<file path="config.mk">
export PLATFORM = sky130hd
export DESIGN_NAME = register_transfer_ctrl
export DESIGN_NICKNAME = d
export VERILOG_FILES = /design/src/rtl/register_transfer_ctrl_pkg.sv /design/src/rtl/register_transfer_ctrl_transfer_bit_counter.sv /design/src/rtl/register_transfer_ctrl.sv
export SDC_FILE = /design/constraint.sdc
export NUM_CORES = 1
export LEC_CHECK = 0
export CORE_ASPECT_RATIO = 1.1
export CORE_UTILIZATION = 36
export DETAILED_ROUTE_END_ITERATION = 12
export PLACE_DENSITY_LB_ADDON = 0.15
export SETUP_SLACK_MARGIN = 0.02
export SLEW_MARGIN = 20
export SYNTH_ARGS = -nofsm -noshare
export SYNTH_HDL_FRONTEND = slang
export SYNTH_SLANG_ARGS = --single-unit
</file>
<file path="constraint.sdc">
create_clock -name clk -period 1.5 [get_ports clk]
set_clock_uncertainty 0.05 [all_clocks]
set_input_delay 0.225 -clock clk [delete_from_list [all_inputs] [get_ports clk]]
set_output_delay 0.225 -clock clk [all_outputs]
set_load 0.02 [all_outputs]
</file>
<file path="src/rtl/register_transfer_ctrl_pkg.sv">
// Shared definitions for the register transfer controller.
// Holds the ctrl codes understood by the attached `register`, the command
// opcodes accepted on the command port, and the controller FSM encodings.
// Imported by the controller, its bit counter and the testbench.
package register_transfer_ctrl_pkg;

  // Ctrl codes for the attached register.
  typedef enum logic [2:0] {
    CTRL_NONE                = 3'd0,
    CTRL_CLR                 = 3'd1,
    CTRL_PARALLEL_LOAD       = 3'd2,
    CTRL_SERIAL_MSB_LOAD     = 3'd3,
    CTRL_SERIAL_LSB_LOAD     = 3'd4,
    CTRL_SHIFT_LOGICAL_LEFT  = 3'd5,
    CTRL_SHIFT_LOGICAL_RIGHT = 3'd6
  } reg_ctrl_e;

  // Command opcodes.
  typedef enum logic [1:0] {
    OP_CLEAR = 2'd0,
    OP_LOAD  = 2'd1,
    OP_TX    = 2'd2,
    OP_RX    = 2'd3
  } op_e;

  // Controller FSM states.
  typedef enum logic [1:0] {
    ST_IDLE  = 2'd0,
    ST_LOAD  = 2'd1,
    ST_SHIFT = 2'd2,
    ST_DONE  = 2'd3
  } state_e;

endpackage

</file>
<file path="src/rtl/register_transfer_ctrl_transfer_bit_counter.sv">
// Bit counter for serial transfers.
// Loads WIDTH on `load`, counts down by one on `dec` and saturates at zero.
// `last` flags the final bit of a transfer (count == 1).
// Ports:
//   clk, async_nreset : clock, asynchronous active-low reset (count -> 0)
//   load              : load the count with WIDTH
//   dec               : decrement the count (ignored at zero)
//   last              : count currently equals 1
module transfer_bit_counter
  import register_transfer_ctrl_pkg::*;
#(
  parameter int WIDTH = 8
) (
  input  logic clk,
  input  logic async_nreset,
  input  logic load,
  input  logic dec,
  output logic last
);

  localparam int CW = $clog2(WIDTH + 1);

  logic [CW-1:0] count;

  always_ff @(posedge clk or negedge async_nreset) begin
    if (!async_nreset) begin
      count <= '0;
    end else if (load) begin
      count <= CW'(WIDTH);
    end else if (dec && (count != '0)) begin
      count <= count - CW'(1);
    end
  end

  assign last = (count == CW'(1));

endmodule

</file>
<file path="src/rtl/register_transfer_ctrl.sv">
// Register transfer controller.
// Sequences one external ctrl-coded load/shift register through whole-word
// operations: clear, parallel load, serial transmit and serial receive.
// One command is accepted at a time over cmd_valid/cmd_ready.
// Ports:
//   clk, async_nreset        : clock, asynchronous active-low reset
//   cmd_valid/cmd_ready      : command handshake (ready only while idle)
//   cmd_op, cmd_msb_first    : opcode and serial bit order (1 = MSB first)
//   cmd_data                 : word for OP_LOAD / OP_TX
//   reg_ctrl                 : ctrl code to the register
//   reg_parallel_data_input  : parallel word to the register
//   reg_serial_data_input    : serial bit to the register
//   reg_data_output          : current register contents
//   ser_in / ser_out         : serial receive / transmit bit
//   ser_strobe               : one serial bit moves this cycle
//   done                     : one-cycle completion pulse
//   rsp_data                 : register contents, meaningful while done = 1
module register_transfer_ctrl
  import register_transfer_ctrl_pkg::*;
#(
  parameter int WIDTH = 8
) (
  input  logic             clk,
  input  logic             async_nreset,
  input  logic             cmd_valid,
  output logic             cmd_ready,
  input  logic [1:0]       cmd_op,
  input  logic             cmd_msb_first,
  input  logic [WIDTH-1:0] cmd_data,
  output logic [2:0]       reg_ctrl,
  output logic [WIDTH-1:0] reg_parallel_data_input,
  output logic             reg_serial_data_input,
  input  logic [WIDTH-1:0] reg_data_output,
  input  logic             ser_in,
  output logic             ser_out,
  output logic             ser_strobe,
  output logic             done,
  output logic [WIDTH-1:0] rsp_data
);

  state_e           state;
  state_e           state_nxt;
  op_e              op_q;
  logic             msb_q;
  logic [WIDTH-1:0] data_q;
  logic             accept;
  logic             cnt_load;
  logic             cnt_dec;
  logic             cnt_last;

  assign accept = cmd_valid && cmd_ready;

  // Command latch and state register
  always_ff @(posedge clk or negedge async_nreset) begin
    if (!async_nreset) begin
      state <= ST_IDLE;
      op_q  <= OP_CLEAR;
      msb_q <= 1'b0;
    end else begin
      state <= state_nxt;
      if (accept) begin
        op_q  <= op_e'(cmd_op);
        msb_q <= cmd_msb_first;
      end
    end
  end

  // The data word only reaches the register while in LOAD, so it needs no reset.
  always_ff @(posedge clk) begin
    if (accept) begin
      data_q <= cmd_data;
    end
  end

  transfer_bit_counter #(
    .WIDTH(WIDTH)
  ) u_bit_counter (
    .clk         (clk),
    .async_nreset(async_nreset),
    .load        (cnt_load),
    .dec         (cnt_dec),
    .last        (cnt_last)
  );

  // Next-state logic; the counter is loaded on entry to SHIFT.
  always_comb begin
    state_nxt = state;
    cnt_load  = 1'b0;
    cnt_dec   = 1'b0;
    case (state)
      ST_IDLE: begin
        if (cmd_valid) begin
          if (op_e'(cmd_op) == OP_RX) begin
            state_nxt = ST_SHIFT;
            cnt_load  = 1'b1;
          end else begin
            state_nxt = ST_LOAD;
          end
        end
      end
      ST_LOAD: begin
        if (op_q == OP_TX) begin
          state_nxt = ST_SHIFT;
          cnt_load  = 1'b1;
        end else begin
          state_nxt = ST_DONE;
        end
      end
      ST_SHIFT: begin
        cnt_dec = 1'b1;
        if (cnt_last) begin
          state_nxt = ST_DONE;
        end
      end
      ST_DONE: begin
        state_nxt = ST_IDLE;
      end
      default: begin
        state_nxt = ST_IDLE;
      end
    endcase
  end

  // Output decode from state and latched command fields.
  always_comb begin
    cmd_ready               = 1'b0;
    reg_ctrl                = CTRL_NONE;
    reg_parallel_data_input = '0;
    reg_serial_data_input   = 1'b0;
    ser_out                 = 1'b0;
    ser_strobe              = 1'b0;
    done                    = 1'b0;
    case (state)
      ST_IDLE: begin
        cmd_ready = 1'b1;
      end
      ST_LOAD: begin
        if (op_q == OP_CLEAR) begin
          reg_ctrl = CTRL_CLR;
        end else begin
          reg_ctrl                = CTRL_PARALLEL_LOAD;
          reg_parallel_data_input = data_q;
        end
      end
      ST_SHIFT: begin
        ser_strobe = 1'b1;
        if (op_q == OP_RX) begin
          // MSB-first arrivals enter at the LSB so the first bit ends up on top.
          reg_ctrl              = msb_q ? CTRL_SERIAL_LSB_LOAD : CTRL_SERIAL_MSB_LOAD;
          reg_serial_data_input = ser_in;
        end else begin
          // Transmit the bit that is about to be shifted out this edge.
          reg_ctrl = msb_q ? CTRL_SHIFT_LOGICAL_LEFT : CTRL_SHIFT_LOGICAL_RIGHT;
          ser_out  = msb_q ? reg_data_output[WIDTH-1] : reg_data_output[0];
        end
      end
      ST_DONE: begin
        done = 1'b1;
      end
      default: begin
        cmd_ready = 1'b0;
      end
    endcase
  end

  assign rsp_data = reg_data_output;

endmodule
</file>
==> results.tsv <==
stage	metric	value	unit
sta	min_period_over_period	1.13	
global_routing	grt_pass1_vias	833	
die	core_area	0.00254	mm^2
synthesis	ys_seq_area_frac	0.474	
synthesis	syn-num-nets	122	
die	dieHeight	56.8	um
setup_path	rrSetupSlack	-0.11	ns
outcome	run_status	complete, but fails checks	
sta	worst_hold_slack	0.185	ns
power	swShare	0.399	
synthesis	synth_cell_types	30	
setup_path	crit_type	reg2out	
clock_network	htreeDepth	1	
sta	timing.fmax	591	MHz
power	p_per_area	2110	mW/mm^2
place	portBuffers	34	
clock_network	clk_path_buf_depth	2	
sta	fin_crit	1.69	ns
power	cell_internal_pwr	2.05	mW
drt	drc	0	
synthesis	synth_seq_cells	17	
global_routing	grt_pass1_wl	3.75	mm
sta	final_hold_viol_count	0	
die	rows	19	
drt	vias	789	
drt	wl	2.25	mm
synthesis	synthCells	92	
synthesis	syn_area	982	um^2
synthesis	yosys_warnings	0	
synthesis	synth-main-ff-cell	dfrtp_1	
die	die_width	51.8	um
layout	final_core_util	0.635	
outcome	violations	negative setup slack	
sta	drv_slew	0	
global_routing	grt_max_degree	13	
place	hpwl	1.62	mm
setup_path	worstSetupEndpointType	output port	
sta	slew_headroom	0.700	
sta	fin_tns_setup	-2.16	ns
sta	worst_pin_slew	0.448	ns
power	switching_power	1.36	mW
setup_path	path_max_fanout	2	
sta	final.setup.worst_slack	-0.193	ns
setup_path	required	1.22	ns
setup_path	start_kind	register	
layout	antenna_cells	0	
clock_network	cts_tree	done	
min_path	hp-class	in2async	
clock_network	cts.sinks	17	
drt	first_pass_iters	2	
clock_network	cts_buffers	3	
clock_network	root_buffer	clkbuf_4	
layout	area_growth	64.5	%
synthesis	async_flop_share	0.529	
layout	drive_gt1_frac	0.533	
clock_network	worstSkewPairLatency	0.29	ns
die	start_util	0.386	
drt	antenna_left	0	
sta	rsz0062_at_grt	yes	
sta	setup_viol	17	
die	dieArea	0.00294	mm^2
synthesis	postSynthAreaPerCell	10.7	um^2
synthesis	synth-edff-count	8	
global_routing	gr-total-overflow	0	
die	io_pins	47	
setup_path	arrival	1.42	ns
clock_network	path_clk_slew	0.10	ns
layout	finalNetCount	168	
power	seq_power_share	0.228	
power	leakage	0.695	nW
global_routing	antenna_found_initial	0	
power	ir_drop	0.00162	V
drt	wl_per_cell	13.4	um
power	pwr-share-comb	0.700	
drt	drt_iter0_markers	13	
place	globalplace.congestion	0.708	
power	clkPwrFrac	0.072	
job	max_cap_violations	0	
global_routing	grt_usage	0.175	
drt	via_per_inst	4.70	
-- critical path, cell delays in order, from the launching register on --
cell and delay (ns):
dfrtp_1 0.39, and2_4 0.17, ha_4 0.20, nand2b_4 0.14
a21oi_4 0.11, buf_6 0.12
-- sequential cells by signal, indices dropped and copies added, names as in the netlist --
name and count:
data_q 8, u_bit_counter.count 4, op_q 2, state 2, msb_q 1
-- routing by layer --
layer  GRT usage  up-vias  wire (um)
li1            -      392          -
met1       0.208      369        943
met2       0.308       26       1140
met3      0.0325        2        148
met4      0.0579        0         23
met5           0        -          0
-- kinds of logic after synthesis --
group	share of synthesized area
adders and majority gates	0.0892
buffers and inverters	0.104
and+or+nand+nor	0.159
muxes	0.0446
AOI/OAI and AO/OA	0.111
xor gates and xnor gates	0.0178
DFF	0.474
-- worst paths after layout --
check	start	to	depth (start not counted)
setup / recovery	op_q[0]	reg_ctrl[0]	5
hold / removal	async_nreset	u_bit_counter.count[0]	1
setup reg to reg	state[0]	u_bit_counter.count[3]	7
hold reg to reg	u_bit_counter.count[3]	u_bit_counter.count[3]	1
max in group asynchronous	async_nreset	state[0]	1
min in group clk	reg_data_output[4]	rsp_data[4]	0
-- timing repair --
action / in CTS / in global routing
resized for setup: 110 / 12
gates cloned: 1 / 0
pin swaps: 9 / 2
endpoints found under the setup margin: 22 / 21
buffers inserted: 0 / 2
hold buffers: 0 / 0
-- cell usage after synthesis (2+ instances only) --
cell type / instances / area (um^2)
a21oi_1: 3 / 15.0
and2_1: 9 / 56.3
buf_4: 8 / 60.1
dfrtp_1: 9 / 225
edfxtp_1: 8 / 240
ha_1: 7 / 87.6
inv_1: 7 / 26.3
mux2_2: 3 / 33.8
nand2_1: 5 / 18.8
nand3_1: 2 / 10.0
nor2_1: 8 / 30.0
nor2b_1: 2 / 12.5
o21ai_0: 4 / 20.0
-- layout make-up --
type                            count  area [um^2]
Fill cell                         211          928
Timing Repair Buffer               50          460
Sequential cell                    17          467
Multi-Input combinational cell     59          592
Clock buffer                        4         26.3
Inverter                            7         31.3
Tap cell                           31         38.8
-- metrics by stage --
step	power, mW	setup slack, ns	cell area, um^2	instances
final	3.41	-0.193	1620	168
after global routing	3.67	-0.259	1620	168
after CTS	3.26	-0.208	1560	166
after detailed placement	2.68	-0.462	1450	161
after floorplan	1.93	-0.0294	1040	92
after global placement	2.64	-0.462	1450	161
-- power by group through the flow --
stage / Clock [mW] / Sequential (mW) / Combinational [mW]
after floorplan: 0 / 0.776 / 1.15
after global placement: 0 / 0.758 / 1.88
after detailed placement: 0 / 0.762 / 1.91
after CTS: 0.256 / 0.772 / 2.23
after global routing: 0.278 / 0.795 / 2.59
final: 0.247 / 0.777 / 2.39
-- cells in the final DEF (no fill, tap or decap), types with 4 or more instances in the layout --
cell type	instances
nor2_1	6
ha_4	4
nand2_1	4
and2_4	7
buf_4	14
edfxtp_1	8
buf_2	4
dfrtp_1	8
clkdlybuf4s50_1	16
o21ai_0	4
buf_6	14
Note: power is estimated with default switching activity, not from simulation.
